`src/rtl/mapper_ram_bridge.sv`:
```
// rtl/mapper_ram_bridge.sv - mapper RAM access to single-outstanding req/ack bridge
// Optional single-entry read cache: define MAPPER_RAM_BRIDGE_READ_CACHE_EN.
module mapper_ram_bridge #(
  parameter int ADDR_W  = 27,
  parameter int TIMEOUT = 255
) (
  input  logic              i_clk,
  input  logic              i_reset_n,
  input  logic              i_cpu_req,
  input  logic              i_cpu_wr,
  input  logic [7:0]        i_cpu_wdata,
  input  logic [ADDR_W-1:0] i_map_addr,
  input  logic              i_map_ram_cs,
  input  logic              i_map_rnw,
  output logic              o_cpu_wait,
  output logic [7:0]        o_cpu_rdata,
  output logic              o_cpu_rdata_valid,
  output logic              o_ram_req,
  output logic [ADDR_W-1:0] o_ram_addr,
  output logic              o_ram_we,
  output logic [7:0]        o_ram_din,
  input  logic              i_ram_ack,
  input  logic [7:0]        i_ram_dout,
  output logic              o_timeout_err,
  output logic              o_overrun_err
);

  typedef enum logic [1:0] {S_IDLE, S_ISSUE, S_WAIT_ACK} state_t;

  // Abort fires on the WAIT_ACK cycle whose increment would make the count reach TIMEOUT.
  localparam logic [7:0] LP_CNT_LAST = 8'(TIMEOUT - 1);

  state_t      r_state;
  logic [7:0]  r_cnt;
  logic        w_hit;
  logic        w_accept;

`ifdef MAPPER_RAM_BRIDGE_READ_CACHE_EN
  logic              r_cache_valid;
  logic [ADDR_W-1:0] r_cache_tag;
  logic [7:0]        r_cache_data;
  logic              w_tag_match;

  assign w_tag_match = r_cache_valid && (r_cache_tag == i_map_addr);
  assign w_hit       = w_tag_match && i_map_rnw;
`else
  logic w_unused_wr;

  assign w_unused_wr = i_cpu_wr;
  assign w_hit       = 1'b0;
`endif

  assign w_accept   = i_cpu_req && i_map_ram_cs && !w_hit;
  assign o_cpu_wait = (r_state != S_IDLE) || w_accept;

  always_ff @(posedge i_clk) begin
    if (!i_reset_n) begin
      r_state           <= S_IDLE;
      r_cnt             <= 8'd0;
      o_ram_req         <= 1'b0;
      o_ram_we          <= 1'b0;
      o_ram_addr        <= '1;
      o_ram_din         <= 8'd0;
      o_cpu_rdata       <= 8'hFF;
      o_cpu_rdata_valid <= 1'b0;
      o_timeout_err     <= 1'b0;
      o_overrun_err     <= 1'b0;
`ifdef MAPPER_RAM_BRIDGE_READ_CACHE_EN
      r_cache_valid     <= 1'b0;
      r_cache_tag       <= '0;
      r_cache_data      <= 8'd0;
`endif
    end else begin
      o_ram_req         <= 1'b0;
      o_cpu_rdata_valid <= 1'b0;
      if ((r_state != S_IDLE) && i_cpu_req) begin
        o_overrun_err <= 1'b1;
      end
      case (r_state)
        S_IDLE: begin
          if (w_accept) begin
            o_ram_addr <= i_map_addr;
            o_ram_din  <= i_cpu_wdata;
            o_ram_we   <= ~i_map_rnw;
            o_ram_req  <= 1'b1;
            r_state    <= S_ISSUE;
          end
`ifdef MAPPER_RAM_BRIDGE_READ_CACHE_EN
          if (i_cpu_req && i_map_ram_cs && w_hit) begin
            o_cpu_rdata       <= r_cache_data;
            o_cpu_rdata_valid <= 1'b1;
          end
          if (w_accept && !i_map_rnw && i_cpu_wr && w_tag_match) begin
            r_cache_data <= i_cpu_wdata;
          end
`endif
        end
        S_ISSUE: begin
          r_cnt   <= 8'd0;
          r_state <= S_WAIT_ACK;
        end
        S_WAIT_ACK: begin
          if (i_ram_ack) begin
            if (!o_ram_we) begin
              o_cpu_rdata       <= i_ram_dout;
              o_cpu_rdata_valid <= 1'b1;
`ifdef MAPPER_RAM_BRIDGE_READ_CACHE_EN
              r_cache_valid     <= 1'b1;
              r_cache_tag       <= o_ram_addr;
              r_cache_data      <= i_ram_dout;
`endif
            end
            r_state <= S_IDLE;
          end else if (r_cnt == LP_CNT_LAST) begin
            if (!o_ram_we) begin
              o_cpu_rdata       <= 8'hFF;
              o_cpu_rdata_valid <= 1'b1;
            end
            o_timeout_err <= 1'b1;
            r_state       <= S_IDLE;
          end else begin
            r_cnt <= r_cnt + 8'd1;
          end
        end
        default: r_state <= S_IDLE;
      endcase
    end
  end

endmodule

```
`config.mk`:
```
export PLATFORM = sky130hd
export DESIGN_NAME = mapper_ram_bridge
export DESIGN_NICKNAME = d
export VERILOG_FILES = /design/src/rtl/mapper_ram_bridge.sv
export SDC_FILE = /design/constraint.sdc
export NUM_CORES = 1
export LEC_CHECK = 0
export ABC_AREA = 1
export CAP_MARGIN = 10
export CORE_ASPECT_RATIO = 1.2
export CORE_UTILIZATION = 38
export CTS_CLUSTER_DIAMETER = 60
export DETAILED_ROUTE_END_ITERATION = 10
export HOLD_SLACK_MARGIN = 0.02
export PLACE_DENSITY_LB_ADDON = 0.05
export SETUP_SLACK_MARGIN = 0.02
export SLEW_MARGIN = 40
export SYNTH_ARGS = -nofsm -noshare
export SYNTH_HDL_FRONTEND = slang
export SYNTH_SLANG_ARGS = --single-unit
```
`constraint.sdc`:
```
create_clock -name i_clk -period 2.1 [get_ports i_clk]
set_clock_uncertainty 0.15 [all_clocks]
set_input_delay 0.525 -clock i_clk [delete_from_list [all_inputs] [get_ports i_clk]]
set_output_delay 0.525 -clock i_clk [all_outputs]
set_load 0.005 [all_outputs]
```
==> summary.txt <==
Slew Viols, Final - 0
RSZ-0062 raised after global routing - false
Total CTS buffers - 9
Worst Setup SP - i_cpu_req
Iteration-0 DRC Markers - 118
Worst path max stage delay - 480 ps
Final WL - 5.51 mm
GRT Residual Overflow - 0
Seq/Total Area, Yosys - 0.517
CP dominant cell by count - nand2_1
Fin Hold WS - 312 ps
Clk_lat worst skew - 330 ps
Max Fanout on Critical Path - 2
Max-cap check violation count - 0
HP Class - reg2reg
Clock root buffer - clkbuf_8
Wirelength per Cell - 11.7 um
Detailed Place HPWL - 3.88 mm
Initial antenna violation count - 0
TritonCTS clock tree - yes
Area Overhead vs Synth - 57.2%
1st-pass router iterations - 4
Chip Width - 72.2 um
FILL cells - 518
Crit path capture type - output pin
Place WS - -192 ps
Max clock buf depth - 2
Hold Fails Final Rpt - 0
Share of cells above drive strength 1 - 0.105
FF-to-FF Start - r_cnt[0]
Synth warn - 0
Via count - 2118
Drc violations - 0
Period utilisation layout - 0.951
Setup TNS - 0 ps
# IOs - 99
Initial core utilization - 0.396
WP data required - 1420 ps
Largest net degree at the start of global routing - 22
Die footprint - 6220 sq um
Status - finished, final reports clean
Min cycle time layout - 2000 ps
Avg Inst Size Synth - 7.93 sq um
Syn nets - 335
Cell variety after synth - 24
Vias in the first global route - 2004
Final core occ - 0.623
Crit path buf inv count - 2
Layout Cells excl Fill - 471
I/O Buffers - 97
Area of the multi-input gates - 957 sq um
H-tree levels - 3
Register Area - 1160 sq um
Crit path DAT - 1320 ps
Vias/cell - 4.50
Row cnt - 30
Cell family with most CP delay - buffers and inverters
Fin worst setup slack - 103 ps
Routability cong. - 0.772
Critical path launch point type - primary input
Leak - 1.51 nW
First-pass GRT wire length - 9.00 mm
Register bit count reported by yosys - 58
Fmax - 501 MHz
Core ar. - 5670 sq um
CP Cell Sequence - clkdlybuf4s50_1 > nand2_1 > nand2_1 > clkdlybuf4s15_1
Reg clk slew, reported paths - 60 ps
Final nets - 438
Mapped Area - 2240 sq um
Number of clock sinks - 58
Cells after Synth - 283
Final setup violation count - 0
N_diodes - 0
Crit path max-delay cell type - clkdlybuf4s50_1
Placed Cells - 455
Max IR drop VDD - 0.530 mV
Total GRT Usage - 0.187
Slew HR - 0.742
Routed Antenna Nets - 0
Die Ht - 86.2 um
Worst slew pin tran - 385 ps
Hold path start - o_overrun_err
CP Class - in2out
Pwr/cell area - 734 nW/um^2
cell usage after synthesis:
library cell | count | share of area
a31oi_1 | 1 | 0.0028
nand3_2 | 1 | 0.0045
nand3_1 | 34 | 0.076
clkinv_1 | 1 | 0.0017
nor2_2 | 3 | 0.0084
o21ai_0 | 11 | 0.025
nand2_4 | 2 | 0.010
or2_1 | 1 | 0.0028
or2_2 | 1 | 0.0028
nand2_2 | 2 | 0.0056
buf_2 | 8 | 0.018
dfxtp_1 | 58 | 0.52
clkbuf_1 | 3 | 0.0050
o21a_1 | 1 | 0.0033
nor3b_1 | 1 | 0.0033
nand2_1 | 81 | 0.14
ha_1 | 2 | 0.011
buf_6 | 3 | 0.015
nor3_1 | 1 | 0.0022
nor2_1 | 40 | 0.067
inv_2 | 1 | 0.0017
o211ai_2 | 8 | 0.045
a21oi_1 | 10 | 0.022
inv_1 | 9 | 0.015
power by group:
part | internal [mW] | switching [mW]
logic | 0.233 | 0.149
registers | 1.16 | 0.0295
clock network | 0.613 | 0.406
worst min-delay path, cell delays in order (launching register included):
cell	delay, ps
dfxtp_1	310
inv_1	50
a21oi_1	50
sequential cells by signal, indices dropped and copies added (netlist names):
register and flops:
o_cpu_rdata 8, o_cpu_rdata_valid 1, o_overrun_err 1, o_ram_addr 27, o_ram_din 8, o_ram_req 1
o_ram_we 1, o_timeout_err 1, r_cnt 8, r_state 2
kinds of logic after synthesis:
family                   share of synthesized area
AO/OA/AOI/OAI                               0.0976
adder cells (fa/ha/maj)                     0.0111
buffers and inverters                       0.0563
flip-flops                                   0.517
AND/OR/NAND/NOR                              0.318
path summary, 6_finish.rpt:
path | slack, ps | endpoint | cells after the start
worst max-delay path | 100 | o_cpu_wait | 4
worst min register to register | 310 | o_overrun_err | 2
worst max register to register | 410 | o_cpu_rdata[4] | 9
worst min-delay path | 310 | o_overrun_err | 2
metrics by stage:
step	area, sq um	power [mW]
6_report	3530	2.59
5_1_grt	3530	2.71
4_1_cts	3530	2.62
3_5_place_dp	3330	1.60
3_3_place_gp	3330	1.59
2_1_floorplan	2240	1.35
placed cells by master, fill, tap and decap left out:
cell type	count
clkdlybuf4s50_1	95
nand2_1	81
dfxtp_1	58
nor2_1	40
nand3_1	34
o21ai_0	11
clkbuf_8	11
a21oi_1	10
inv_1	9
o211ai_2	8
buf_4	6
nor2_2	3
clkbuf_1	3
buf_12	3
nand2_2	2
nand2_4	2
ha_1	2
or2_2	1
o21a_1	1
or2_1	1
inv_2	1
a31oi_1	1
nor3_1	1
nand3_2	1
clkinv_1	1
nor3b_1	1
bufinv_16	1
clkinv_2	1
buf_2	1
clkdlybuf4s15_1	1
per-layer routing:
metal | track usage | wire length, um | vias to the layer above
li1 | - | - | 1114
met1 | 0.217 | 2410 | 934
met2 | 0.302 | 2590 | 63
met3 | 0.0791 | 414 | 7
met4 | 0.0749 | 93 | 0
met5 | 0 | 0 | -
layout make-up:
| type | count | area share |
|---|---|---|
| Clock buffer | 14 | 0.0461 |
| Clock inverter | 2 | 0.00993 |
| Inverter | 11 | 0.0117 |
| Multi-Input combinational cell | 200 | 0.271 |
| Sequential cell | 58 | 0.329 |
| Tap cell | 80 | 0.0284 |
| Timing Repair Buffer | 106 | 0.304 |
repair_timing:
action	in CTS	in global routing
hold buffers	0	0
setup buffers	0	0
gates resized for setup	1	1
setup endpoints to repair	1	1
(Power assumes the default switching activity.)
